`config.mk`:
```
export PLATFORM = sky130hd
export DESIGN_NAME = fetch_unit_flat
export DESIGN_NICKNAME = d
export VERILOG_FILES = /design/src/rtl/fetch_if.sv /design/src/rtl/fetch_unit.sv /design/src/flat_wrapper.sv
export SDC_FILE = /design/constraint.sdc
export NUM_CORES = 1
export LEC_CHECK = 0
export CAP_MARGIN = 20
export CELL_PAD_IN_SITES_DETAIL_PLACEMENT = 1
export CELL_PAD_IN_SITES_GLOBAL_PLACEMENT = 2
export CORE_MARGIN = 2
export CORE_UTILIZATION = 36
export DETAILED_ROUTE_END_ITERATION = 8
export PLACE_DENSITY_LB_ADDON = 0.1
export SLEW_MARGIN = 20
export SYNTH_ARGS = -nofsm -noshare
export SYNTH_HDL_FRONTEND = slang
export SYNTH_SLANG_ARGS = --single-unit
```
`constraint.sdc`:
```
create_clock -name clk -period 7.9 [get_ports clk]
set_clock_uncertainty 0.1 [all_clocks]
set_input_delay 0.79 -clock clk [delete_from_list [all_inputs] [get_ports clk]]
set_output_delay 0.79 -clock clk [all_outputs]
set_load 0.005 [all_outputs]
```
`src/rtl/fetch_if.sv`:
```
// Fetch-stage bus bundle: instruction-memory request/response, decode handoff and redirect.
interface fetch_if;
  logic        mem_req_valid;
  logic        mem_req_ready;
  logic [63:0] mem_req_addr;
  logic        mem_resp_valid;
  logic [63:0] mem_resp_data;
  logic        instr_valid;
  logic        instr_ready;
  logic [31:0] instruction;
  logic [63:0] instr_pc;
  logic        redirect_valid;
  logic [63:0] redirect_pc;

  modport master (
    output mem_req_valid, mem_req_addr,
    input  mem_req_ready, mem_resp_valid, mem_resp_data,
    output instr_valid, instruction, instr_pc,
    input  instr_ready, redirect_valid, redirect_pc
  );

  modport slave (
    input  mem_req_valid, mem_req_addr,
    output mem_req_ready, mem_resp_valid, mem_resp_data,
    input  instr_valid, instruction, instr_pc,
    output instr_ready, redirect_valid, redirect_pc
  );
endinterface

```
`src/rtl/fetch_unit.sv`:
```
// Instruction fetch: one outstanding 64-bit read, split into two 32-bit instructions,
// buffered in a small FIFO towards decode; a redirect flushes buffered and in-flight work.
module fetch_unit #(
  parameter logic [63:0] RESET_PC = 64'h0000_0000_0000_0000,
  parameter int unsigned DEPTH    = 4
) (
  input  logic     clk,
  input  logic     reset,
  fetch_if.master  fif
);

  localparam int unsigned PTR_W = $clog2(DEPTH);
  localparam int unsigned CNT_W = $clog2(DEPTH + 1);

  typedef enum logic [1:0] {S_IDLE, S_REQ, S_RESP, S_FLUSH} state_e;

  typedef struct packed {
    logic [63:0] pc;
    logic [31:0] insn;
  } entry_t;

  state_e             state_q, state_d;
  logic [63:0]        fetch_pc_q, fetch_pc_d;
  logic [PTR_W-1:0]   wr_ptr_q, wr_ptr_d;
  logic [PTR_W-1:0]   rd_ptr_q, rd_ptr_d;
  logic [CNT_W-1:0]   count_q, count_d;
  entry_t             buf_q [DEPTH];

  logic               we0, we1;
  entry_t             wd0, wd1;
  logic               req_fire, pop, room;
  logic               unused_rpc_lsb;

  assign req_fire = (state_q == S_REQ) && fif.mem_req_ready;
  assign pop      = (count_q != '0) && fif.instr_ready;
  // A same-cycle pop is not counted as freed space.
  assign room     = (CNT_W'(DEPTH) - count_q) >= CNT_W'(2);
  assign unused_rpc_lsb = ^fif.redirect_pc[1:0];

  // Next-state, fetch PC and FIFO bookkeeping.
  always_comb begin
    state_d    = state_q;
    fetch_pc_d = fetch_pc_q;
    we0        = 1'b0;
    we1        = 1'b0;
    wd0        = '0;
    wd1        = '0;
    rd_ptr_d   = rd_ptr_q;
    wr_ptr_d   = wr_ptr_q;
    count_d    = count_q;

    case (state_q)
      S_IDLE:  if (room) state_d = S_REQ;
      S_REQ:   if (req_fire) state_d = S_RESP;
      S_RESP: begin
        if (fif.mem_resp_valid) begin
          state_d = S_IDLE;
          we0     = 1'b1;
          if (!fetch_pc_q[2]) begin
            wd0        = '{pc: fetch_pc_q, insn: fif.mem_resp_data[31:0]};
            we1        = 1'b1;
            wd1        = '{pc: fetch_pc_q + 64'd4, insn: fif.mem_resp_data[63:32]};
            fetch_pc_d = fetch_pc_q + 64'd8;
          end else begin
            wd0        = '{pc: fetch_pc_q, insn: fif.mem_resp_data[63:32]};
            fetch_pc_d = fetch_pc_q + 64'd4;
          end
        end
      end
      S_FLUSH: if (fif.mem_resp_valid) state_d = S_IDLE;
      default: state_d = S_IDLE;
    endcase

    if (pop) rd_ptr_d = rd_ptr_q + PTR_W'(1);
    wr_ptr_d = wr_ptr_q + PTR_W'(we0) + PTR_W'(we1);
    count_d  = count_q + CNT_W'(we0) + CNT_W'(we1) - CNT_W'(pop);

    // Redirect overrides everything: empty the buffer and track the one in-flight response.
    if (fif.redirect_valid) begin
      fetch_pc_d = {fif.redirect_pc[63:2], 2'b00};
      we0        = 1'b0;
      we1        = 1'b0;
      rd_ptr_d   = '0;
      wr_ptr_d   = '0;
      count_d    = '0;
      case (state_q)
        S_REQ:   state_d = req_fire ? S_FLUSH : S_IDLE;
        S_RESP,
        S_FLUSH: state_d = fif.mem_resp_valid ? S_IDLE : S_FLUSH;
        default: state_d = S_IDLE;
      endcase
    end
  end

  always_ff @(posedge clk) begin
    if (reset) begin
      state_q    <= S_IDLE;
      fetch_pc_q <= RESET_PC;
      rd_ptr_q   <= '0;
      wr_ptr_q   <= '0;
      count_q    <= '0;
      buf_q      <= '{default: '0};
    end else begin
      state_q    <= state_d;
      fetch_pc_q <= fetch_pc_d;
      rd_ptr_q   <= rd_ptr_d;
      wr_ptr_q   <= wr_ptr_d;
      count_q    <= count_d;
      if (we0) buf_q[wr_ptr_q] <= wd0;
      if (we1) buf_q[wr_ptr_q + PTR_W'(1)] <= wd1;
    end
  end

  assign fif.mem_req_valid = (state_q == S_REQ);
  assign fif.mem_req_addr  = (state_q == S_REQ) ? {fetch_pc_q[63:3], 3'b000} : 64'd0;
  assign fif.instr_valid   = (count_q != '0);
  assign fif.instruction   = buf_q[rd_ptr_q].insn;
  assign fif.instr_pc      = buf_q[rd_ptr_q].pc;

endmodule

```
`src/flat_wrapper.sv`:
```
// flat-port wrapper written by rule: the top's interface ports become plain ports
module fetch_unit_flat 
#(
  parameter logic [63:0] RESET_PC = 64'h0000_0000_0000_0000,
  parameter int unsigned DEPTH    = 4
)
  (clk, reset, fif_mem_req_valid, fif_mem_req_addr, fif_mem_req_ready, fif_mem_resp_valid, fif_mem_resp_data, fif_instr_valid, fif_instruction, fif_instr_pc, fif_instr_ready, fif_redirect_valid, fif_redirect_pc);
  fetch_if fif_i ();
  input  logic clk;
  input  logic reset;
  output wire logic [$bits(fif_i.mem_req_valid)-1:0] fif_mem_req_valid;
  output wire logic [$bits(fif_i.mem_req_addr)-1:0] fif_mem_req_addr;
  input wire logic [$bits(fif_i.mem_req_ready)-1:0] fif_mem_req_ready;
  input wire logic [$bits(fif_i.mem_resp_valid)-1:0] fif_mem_resp_valid;
  input wire logic [$bits(fif_i.mem_resp_data)-1:0] fif_mem_resp_data;
  output wire logic [$bits(fif_i.instr_valid)-1:0] fif_instr_valid;
  output wire logic [$bits(fif_i.instruction)-1:0] fif_instruction;
  output wire logic [$bits(fif_i.instr_pc)-1:0] fif_instr_pc;
  input wire logic [$bits(fif_i.instr_ready)-1:0] fif_instr_ready;
  input wire logic [$bits(fif_i.redirect_valid)-1:0] fif_redirect_valid;
  input wire logic [$bits(fif_i.redirect_pc)-1:0] fif_redirect_pc;
  assign fif_mem_req_valid = fif_i.mem_req_valid;
  assign fif_mem_req_addr = fif_i.mem_req_addr;
  assign fif_i.mem_req_ready = fif_mem_req_ready;
  assign fif_i.mem_resp_valid = fif_mem_resp_valid;
  assign fif_i.mem_resp_data = fif_mem_resp_data;
  assign fif_instr_valid = fif_i.instr_valid;
  assign fif_instruction = fif_i.instruction;
  assign fif_instr_pc = fif_i.instr_pc;
  assign fif_i.instr_ready = fif_instr_ready;
  assign fif_i.redirect_valid = fif_redirect_valid;
  assign fif_i.redirect_pc = fif_redirect_pc;
  fetch_unit #(.RESET_PC(RESET_PC), .DEPTH(DEPTH)) u_core (.clk(clk), .reset(reset), .fif(fif_i));
endmodule
```
==> impl_metrics.yaml <==
sta:
  hold_viol: 0
  slew_viol_final: 0
  period_needed_ns: 4.73
  setup_violations: 0
  tightest_slew_ns: 1.10
  final.period_utilization_pct: 59.8
  slew_headroom_pct: 26.6
  finalSetupTns_ns: 0
  clock.fmax_mhz: 212
  fin_hold_ws_ns: 0.350
  rsz0062_at_grt: "false"
yosys:
  synth-edff-count: 0
  synth_area_leaders: "dfxtp_1, mux4_2, a21oi_1, nand2_1, nand3_1"
  syn_area_sq_um: 22400
  synth-async-reset-ratio_pct: 0
  netlist_top_cells_count: "nand2_1, dfxtp_1, a21oi_1, nor2_1, nand3_1"
  avgSynthCellArea_sq_um: 8.10
  ys_warn_count: 0
  synth_most_common_cell: "nand2_1"
  syn_inst: 2771
  yosysTopAreaCell: "dfxtp_1"
  ys_seq_area_share_pct: 40.6
  synth_top_area_share_pct: 40.6
  synth_ff_type: "dfxtp_1"
  synth_seq_cells: 455
  synth.distinct_cells: 58
final_layout:
  fill_cells: 7289
  antennaDiodeCount: 0
  final_cells: 3734
  area_delta_synth_final_pct: 21.7
  drive_above_1_share_pct: 9.70
  nNetsFinal: 2995
  final_util_pct: 44.3
floorplan:
  core_sq_um: 61700
  die_y_um: 254
  start_util_pct: 36.4
  die_x_um: 254
  die_area_sq_um: 64400
  placementRows: 91
  io_pins: 296
global_route:
  grt_pass1_vias: 22100
  grt_pass1_wl_um: 132000
  antenna_found_initial: 4
  grt_usage_pct: 26.3
  overflow: 0
  grt_max_degree: 187
placed_design:
  gp_congestion: 0.786
  port_buffers: 290
  dp_hpwl_um: 51300
  dp_cells: 3633
clock_network:
  cts_tree: "done"
  hold_buffers: 0
  cts_root_buf: "clkbuf_16"
  clk_latency_ns: 0.61
  cts.sinks: 455
  cts_resized: 0
  cts_buffers: 54
  clk_path_buf_depth: 3
  ctsHtreeMaxLevel: 2
  cts_setup_buffers: 0
  clkTransAtPathRegs_ns: 0.06
critical_path:
  cp_max_fo: 79
  end_kind: "register"
  crit_type: "in2reg"
  start_kind: "primary input"
  cp.arrival_ns: 5.15
  crit_required_ns: 8.32
detailed_routing:
  dr_total_vias: 20900
  drt_iter0_drc: 1038
  drcViolationCount: 0
  drt-pass1-iter-count: 5
  drtAntennaViolNets: 0
  vias_per_cell: 5.61
  detail_route.wl_per_cell_um: 23.0
  drt-total-wl_um: 85900
min_path:
  hold_class: "reg2reg"
status:
  outcome: "completed"
power_and_ir_drop:
  power_density_nw_per_um2: 191
  power_mw: 5.21
  p_leak_nw: 8.65
  vdd_ir_drop_max_mv: 0.146
flow_run:
  cap_violations: 0
[through the flow]
step	setup WS, ns	area [sq um]
2_1_floorplan	4.90	22500
3_3_place_gp	2.60	25500
3_5_place_dp	2.53	25500
4_1_cts	3.17	27300
5_1_grt	2.92	27300
6_report	3.17	27300
[registers in the layout (all words and copies together), names as in the netlist]
name               count
u_core.state_q         2
u_core.buf_q         384
u_core.rd_ptr_q        2
u_core.fetch_pc_q     62
u_core.wr_ptr_q        2
u_core.count_q         3
[layer usage]
layer	vias to the layer above	GRT usage [%]	part of all wire, %
met5	-	0	0.041
met4	6	7.95	2.1
met3	118	3.57	4.5
met2	461	45.2	50
met1	10600	34.2	44
li1	9738	-	-
[final cells by class]
type,count,area (sq um),area share [%]
Clock buffer,82,1630,5.96
Inverter,15,63.8,0.234
Clock inverter,18,146,0.536
Tap cell,837,1050,3.84
Multi-Input combinational cell,2006,12100,44.4
Timing Repair Buffer,321,3170,11.6
Sequential cell,455,9120,33.4
[worst max-delay path, cell delays in order]
cell             delay [ns]
clkdlybuf4s50_1        0.49
nand3b_2               0.35
inv_8                  0.27
nand2_1                0.36
clkinv_1               0.89
nand2_2                0.35
and2_2                 0.67
buf_4                  0.64
nand2_1                0.13
a21oi_1                0.15
[logic make-up after synthesis]
| logic type | synth area share [%] |
|---|---|
| DFF | 40.6 |
| other | 0.0167 |
| buffers and inverters | 5.72 |
| AOI/OAI and AO/OA | 15.3 |
| xor gates and xnor gates | 2.11 |
| adders and majority gates | 0.546 |
| muxes | 11.6 |
| and+or+nand+nor | 24.2 |
[power by group]
group | switching (mW) | leakage [nW] | total [mW] | internal (mW)
clock | 1.04 | 0.887 | 2.52 | 1.48
sequential | 0.0652 | 3.68 | 2.38 | 2.32
combinational | 0.170 | 4.09 | 0.308 | 0.138
[path summary, 6_finish.rpt]
path,from,endpoint,slack (ns),cells past startpoint
min,u_core.buf_q[180],u_core.buf_q[180],0.35,2
min reg2reg,u_core.buf_q[180],u_core.buf_q[180],0.35,2
max reg2reg,u_core.state_q[0],u_core.buf_q[231],3.37,9
max,fif_mem_resp_valid,u_core.buf_q[231],3.17,10
[placed cells by master (no fill, tap or decap), drive strengths merged, types with 16 or more instances in the layout]
cell	n
a211oi	49
a21oi	382
a22oi	34
and2	108
and3	23
buf	33
clkbuf	82
clkdlybuf4s50	288
clkinv	16
dfxtp	455
mux2	32
mux4	96
nand2	497
nand3	212
nand4	30
nor2	264
nor3	18
nor4	16
o21a	18
o21ai	68
o22a	17
o22ai	19
xnor2	36
xor2	18
Note: power is estimated with default switching activity, not from simulation.
